### src/rtl/sram_dp.sv
// Dual-port word memory with power-on/clear fill engine (port A read/write, port B read-only).
// Optional macro SRAM_DP_BYPASS_EN: forward port A write data to a same-address port B read.
`timescale 1ns/1ps

module sram_dp #(
  parameter int ADDR_WIDTH = 9,
  parameter int DATA_WIDTH = 1,
  parameter int DEPTH      = 384,
  parameter int FILL_VALUE = 0
) (
  input  logic                  i_clk,
  input  logic                  i_rst_n,
  input  logic [ADDR_WIDTH-1:0] i_a_addr,
  input  logic                  i_a_write,
  input  logic [DATA_WIDTH-1:0] i_a_data,
  output logic [DATA_WIDTH-1:0] o_a_data,
  input  logic [ADDR_WIDTH-1:0] i_b_addr,
  input  logic                  i_b_en,
  output logic [DATA_WIDTH-1:0] o_b_data,
  output logic                  o_b_valid,
  input  logic                  i_clear,
  output logic                  o_busy
);

  localparam logic [DATA_WIDTH-1:0] FILL_WORD = DATA_WIDTH'(FILL_VALUE);
  localparam logic [ADDR_WIDTH:0]   DEPTH_EXT = (ADDR_WIDTH + 1)'(DEPTH);
  localparam logic [ADDR_WIDTH-1:0] LAST_ADDR = ADDR_WIDTH'(DEPTH - 1);

  typedef enum logic {
    FILL = 1'b0,
    IDLE = 1'b1
  } state_t;

  logic [DATA_WIDTH-1:0] mem [0:DEPTH-1];

  state_t                state_reg;
  logic [ADDR_WIDTH-1:0] fill_cnt_reg;
  logic                  busy_reg;
  logic [DATA_WIDTH-1:0] a_data_reg;
  logic [DATA_WIDTH-1:0] b_data_reg;
  logic                  b_valid_reg;

  logic                  a_in_range;
  logic                  b_in_range;
  logic                  mem_we;
  logic [ADDR_WIDTH-1:0] mem_waddr;
  logic [DATA_WIDTH-1:0] mem_wdata;

  always_comb begin
    a_in_range = ({1'b0, i_a_addr} < DEPTH_EXT);
    b_in_range = ({1'b0, i_b_addr} < DEPTH_EXT);
    mem_we     = 1'b0;
    mem_waddr  = fill_cnt_reg;
    mem_wdata  = FILL_WORD;
    // The fill engine owns the write port while busy; otherwise port A may write in range.
    if (i_rst_n) begin
      if (state_reg == FILL) begin
        mem_we = 1'b1;
      end else if (i_a_write && a_in_range) begin
        mem_we    = 1'b1;
        mem_waddr = i_a_addr;
        mem_wdata = i_a_data;
      end
    end
  end

`ifdef SRAM_DP_BYPASS_EN
  logic b_fwd;
  assign b_fwd = i_a_write && a_in_range && (i_a_addr == i_b_addr);
`endif

  // Storage is never reset; contents are established by the fill sequence.
  always_ff @(posedge i_clk) begin
    if (mem_we) begin
      mem[mem_waddr] <= mem_wdata;
    end
  end

  always_ff @(posedge i_clk or negedge i_rst_n) begin
    if (!i_rst_n) begin
      state_reg    <= FILL;
      fill_cnt_reg <= '0;
      busy_reg     <= 1'b1;
      a_data_reg   <= '0;
      b_data_reg   <= '0;
      b_valid_reg  <= 1'b0;
    end else begin
      case (state_reg)
        FILL: begin
          b_valid_reg <= 1'b0;
          if (fill_cnt_reg == LAST_ADDR) begin
            state_reg    <= IDLE;
            busy_reg     <= 1'b0;
            fill_cnt_reg <= '0;
          end else begin
            fill_cnt_reg <= fill_cnt_reg + ADDR_WIDTH'(1);
          end
        end
        IDLE: begin
          if (!i_a_write) begin
            a_data_reg <= a_in_range ? mem[i_a_addr] : '0;
          end
          b_valid_reg <= i_b_en;
          if (i_b_en) begin
            if (!b_in_range) begin
              b_data_reg <= '0;
`ifdef SRAM_DP_BYPASS_EN
            end else if (b_fwd) begin
              b_data_reg <= i_a_data;
`endif
            end else begin
              b_data_reg <= mem[i_b_addr];
            end
          end
          if (i_clear) begin
            state_reg    <= FILL;
            busy_reg     <= 1'b1;
            fill_cnt_reg <= '0;
          end
        end
        default: begin
          state_reg    <= FILL;
          busy_reg     <= 1'b1;
          fill_cnt_reg <= '0;
        end
      endcase
    end
  end

  assign o_a_data  = a_data_reg;
  assign o_b_data  = b_data_reg;
  assign o_b_valid = b_valid_reg;
  assign o_busy    = busy_reg;

endmodule

### config.mk
export PLATFORM = sky130hd
export DESIGN_NAME = sram_dp
export DESIGN_NICKNAME = d
export VERILOG_FILES = /design/src/rtl/sram_dp.sv
export SDC_FILE = /design/constraint.sdc
export NUM_CORES = 1
export LEC_CHECK = 0
export BUFFER_PORTS_ARGS = -buffer_cell sky130_fd_sc_hd__buf_2
export CELL_PAD_IN_SITES_DETAIL_PLACEMENT = 1
export CELL_PAD_IN_SITES_GLOBAL_PLACEMENT = 2
export CORE_MARGIN = 2
export CORE_UTILIZATION = 35
export DETAILED_ROUTE_END_ITERATION = 8
export PLACE_DENSITY_LB_ADDON = 0.08
export SETUP_SLACK_MARGIN = 0.3
export SKIP_LAST_GASP = 1
export SYNTH_ARGS = -nofsm -noshare
export SYNTH_HDL_FRONTEND = slang
export SYNTH_SLANG_ARGS = --single-unit
### constraint.sdc
create_clock -name i_clk -period 11.5 [get_ports i_clk]
set_clock_uncertainty 0.05 [all_clocks]
set_input_delay 2.3 -clock i_clk [delete_from_list [all_inputs] [get_ports i_clk]]
set_output_delay 2.3 -clock i_clk [all_outputs]
set_load 0.02 [all_outputs]
== After elaboration in Yosys (flattened, before gate mapping) ==
Memories as Yosys holds them, arrays and structs flattened.
Index checks and enable logic that the tools add are counted.

* Add/subtract/negate cells: 1
* Magnitude comparators: 2
* Eq/ne operators: 3
* Muxes and demuxes: 23
* Bitwise logic cells: 2
* Reduce and logical (&&, ||, !) cells: 4

{| class="wikitable"
|+ Operators with widths
! cell !! count
|-
| $mux 9 || 5
|-
| $lt 9x9->1 const B || 2
|-
| $pmux 9 s2 || 1
|-
| $mux 1 || 14
|-
| $add 9x1->9 const B || 1
|-
| $eq 9x9->1 const B || 1
|-
| $pmux 1 s2 || 3
|-
| $reduce_and 2->1 || 3
|-
| $ne 2x1->1 const B || 1
|-
| $ne 2x2->1 const B || 1
|-
| $not 1->1 || 2
|-
| $logic_and 1x1->1 || 1
|}

* Bits in registers: 14
* Bits in writable memories: 384
* Bits of input ports: 24
* Output and inout bits: 4
* Word-level logic and storage cells: 42
* Memories: 1

{| class="wikitable"
|+ Memories
! name !! words !! width !! rd ports !! clocked after Yosys merged registers in !! write ports !! line !! text
|-
| mem || 384 || 1 || 2 || 0 || 1 || 34 || <nowiki>logic [DATA_WIDTH-1:0] mem [0:DEPTH-1];</nowiki>
|}

== Logic depth before layout (Yosys ltp) ==
* Depth in word-level cells: 7
* Gate-level depth with buffers: 11
* Mapped depth without buffers: 7

== Least setup slack after synthesis ==
No wires, ideal clock.

* Path kind: in2reg
* From: input port i_a_addr[7]
* To: memory mem[0], data pin
* Library setup time: 1.989 ns
* Arrival: 11.862 ns
* Data required time: 9.461 ns
* Slack: -2.400 ns
* Stages on the path: 6
* Path buffers: 3
* Path through: buf_2 nand2_1 nand4_1 buf_2 buf_1 nor2_1

* Longest elaborated chain between the ends: 5

{| class="wikitable"
|+ Ends and longest elaborated chain
! element !! line !! text
|-
| start, declared || 13 || <nowiki>input logic [ADDR_WIDTH-1:0] i_a_addr,</nowiki>
|-
| $lt 9x9->1 || 50 || <nowiki>a_in_range = ({1'b0, i_a_addr} < DEPTH_EXT);</nowiki>
|-
| $logic_and 1x1->1 || 59 || <nowiki>end else if (i_a_write && a_in_range) begin</nowiki>
|-
| $mux 1 || 59 ||
|-
| $mux 1 || 57 || <nowiki>if (state_reg == FILL) begin</nowiki>
|-
| $mux 1 || 56 || <nowiki>if (i_rst_n) begin</nowiki>
|-
| named net mem_wdata || 47 || <nowiki>logic [DATA_WIDTH-1:0] mem_wdata;</nowiki>
|-
| end, declared || 34 ||
|}

The timed path passes the listed nets, and every way through them passes these cells.

== Final worst setup path ==
* From: input port i_b_addr[0]
* To: register b_data_reg, in the netlist o_b_data

* Longest elaborated chain between the ends: 2
* Elaborated cells between the ends (all ways): 3
* Those cells by class: order compare (1); mux (1); memory (1)

{| class="wikitable"
|+ Ends and longest elaborated chain
! element !! line !! text
|-
| start, declared || 17 || <nowiki>input logic [ADDR_WIDTH-1:0] i_b_addr,</nowiki>
|-
| $mem_v2 384x1 / $lt 9x9->1 (equally long branches) || n/a ||
|-
| $mux 1 * || 105 || <nowiki>if (!b_in_range) begin</nowiki>
|-
| end signal, assigned || 112 || <nowiki>b_data_reg <= mem[i_b_addr];</nowiki>
|-
| end, declared || 40 || <nowiki>logic [DATA_WIDTH-1:0] b_data_reg;</nowiki>
|}

Every way passes the cells marked *; elsewhere a longest branch is shown, timed or not.
A chain may end at the register's enable or synchronous reset.

==> out/metrics.csv <==
metric;value;unit
status;finished, final reports clean;
syn_area_per_cell;13.49;µm²
grt_pass1_vias;14580;
core;0.05913;mm²
rows;89;
worst-path-buf-inv;2;
maxCapViolations;0;
critPathMaxStageDelay;0.85;ns
p_per_area;152.2;mW/mm²
start_kind;primary input;
worstPathCellList;buf_6 > buf_4 > mux4_2 > mux4_2 > mux2i_1 > o22ai_1 > nor4bb_1 > a211oi_1;
fin_tns_setup;0;ns
postCtsHoldBufs;0;
ctsResizeCount;0;
grt_pass1_wl;106.4;mm
final-setup-viol-count;0;
die_h;248.8;µm
fin_crit;5.809;ns
largest_register_ffs;384;
post-cts-setup-buffer-count;0;
leakagePower;7.683;nW
async_reset_ff_share;3.518;%
vias_per_cell;5.871;
synth.distinct_cells;62;
rsz0062_at_grt;false;
fin_cells;2333;
nets;1549;
cts_tree;yes;
worst_slew_pin_slew;1.288;ns
seqCellArea;0.01188;mm²
syn_nets;1579;
clkSinkCount;398;
die_area;0.06188;mm²
cp_max_fo;60;
min_period_over_period;50.52;%
dp_cells;2247;
path_clk_slew;0.07;ns
layout-drive-gt1-share;19.23;%
clk_latency;0.59;ns
finalHoldViolCount;0;
fin_util;38.93;%
first_pass_iters;5;
cts-root-buf;clkbuf_16;
ys_warn_count;0;
synth-edff-count;384;
cts_made_buffers;48;
io_buffers;27;
drtIter0Drc;1164;
crit_arrival;6.21;ns
path_delay_family;buffers and inverters;
hold_path.class;reg2reg;
num_io_pins;28;
gp_congestion;0.7908;
die_width;248.8;µm
insertedDiodeCount;0;
grt_usage;23.76;%
fmax;172.1;MHz
nFillCells;6125;
crit_path_end_kind;flop;
final_antenna_net_count;0;
antenna_found_initial;2;
slew_headroom;13.60;%
crit_type;in2reg;
wl;72.79;mm
drt-wirelength-per-cell;31.20;µm
drc;0;
dp_hpwl;44.14;mm
multiInputGateArea;0.008343;mm²
yosys_most_used_dff;edfxtp_1;
h-tree-depth;2;
crit_top_cell;mux4_2;
start_util;35.46;%
p_total;3.504;mW
ir_drop;0.00009063;V
num_vias;13700;
gr-total-overflow;0;
syn2layout_area_growth;9.786;%
synth-seq-area-share;56.67;%
worstPathRequired;11.90;ns
cp_slowest_cell;buf_4;
cts_buffer_depth;3;
syn_inst;1554;
slew_viol_final;0;
synth_seq_cells;398;
grt_max_degree;261;
syn_area;0.02097;mm²
-- worst register-to-register path, delay by kind of cell, from the launching register on --
family	cells	cell delay, ns
simple gates	4	2.31
compound gates	1	0.93
flops	1	0.74
-- path summary, 6_finish.rpt --
check                      slack [ns]  cells past startpoint         from  endpoint
setup / recovery                 5.69                      8  i_b_addr[0]  o_b_data
hold / removal                   0.49                      1       o_busy    o_busy
setup reg to reg                 7.17                      5    state_reg  mem[173]
hold reg to reg                  0.49                      1       o_busy    o_busy
max in group asynchronous        9.40                      1      i_rst_n    o_busy
min in group asynchronous        1.63                      1      i_rst_n  o_b_data
-- metal layers --
metal / global-route usage (%) / vias up / wire, µm
li1: - / 5880 / -
met1: 34.43 / 7408 / 34370
met2: 38.16 / 319 / 33890
met3: 2.706 / 90 / 2960
met4: 6.043 / 0 / 1571
met5: 0 / - / 0
-- area by class of cell --
class	instances	area share, %
clock buffers	70	5.712
clock inverters	16	0.2718
inverters	15	0.2446
multi-input cells	1004	36.24
flip-flops and latches	398	51.62
well taps	773	4.201
repair buffers	57	1.712
-- cell usage after synthesis, types with 19 or more instances --
cell type / n / area share, %
nor2_1: 419 / 7.5
edfxtp_1: 384 / 55
mux4_2: 172 / 18
nand2_1: 84 / 1.5
clkbuf_1: 75 / 1.3
mux2i_1: 67 / 3.2
nand3_1: 29 / 0.69
buf_2: 28 / 0.67
o21ai_0: 28 / 0.67
nor2b_1: 22 / 0.66
o22ai_1: 22 / 0.66
buf_4: 19 / 0.68
-- cell families after synthesis --
family	after synthesis	share of synthesized area (%)
AND/OR/NAND/NOR	601	11.82
flip-flops	398	56.67
multiplexers	254	22.91
buffers and inverters	152	3.628
AO/OA/AOI/OAI	147	4.875
XOR/XNOR	1	0.04178
adder cells (fa/ha/maj)	1	0.05966
-- cells in the final DEF, fill, tap and decap left out, drive strengths merged, types with 28 or more instances in the layout --
cell type / count
nor2: 419
clkbuf: 70
mux2i: 67
buf: 57
nand3: 29
nand2: 84
mux4: 178
o21ai: 28
edfxtp: 384
-- stage by stage --
step | hold slack, ns | cell area (µm²) | setup WS (ns)
finish | 0.4885 | 23020 | 5.691
global route | 0.5023 | 23020 | 5.508
CTS | 0.4977 | 23020 | 5.727
detailed placement | 0.4859 | 21640 | 5.079
global placement | 0.4822 | 21640 | 5.140
floorplan | 0.4149 | 20970 | 1.743
-- power by group --
group | switching (mW) | total, mW | leakage, nW | internal [mW]
clock network | 0.612 | 1.40 | 0.664 | 0.785
logic | 0.369 | 0.493 | 2.71 | 0.124
registers | 0.0304 | 1.61 | 4.31 | 1.58
total | 1.01 | 3.50 | 7.68 | 2.49
No activity file was read; power rests on OpenSTA's default activity.
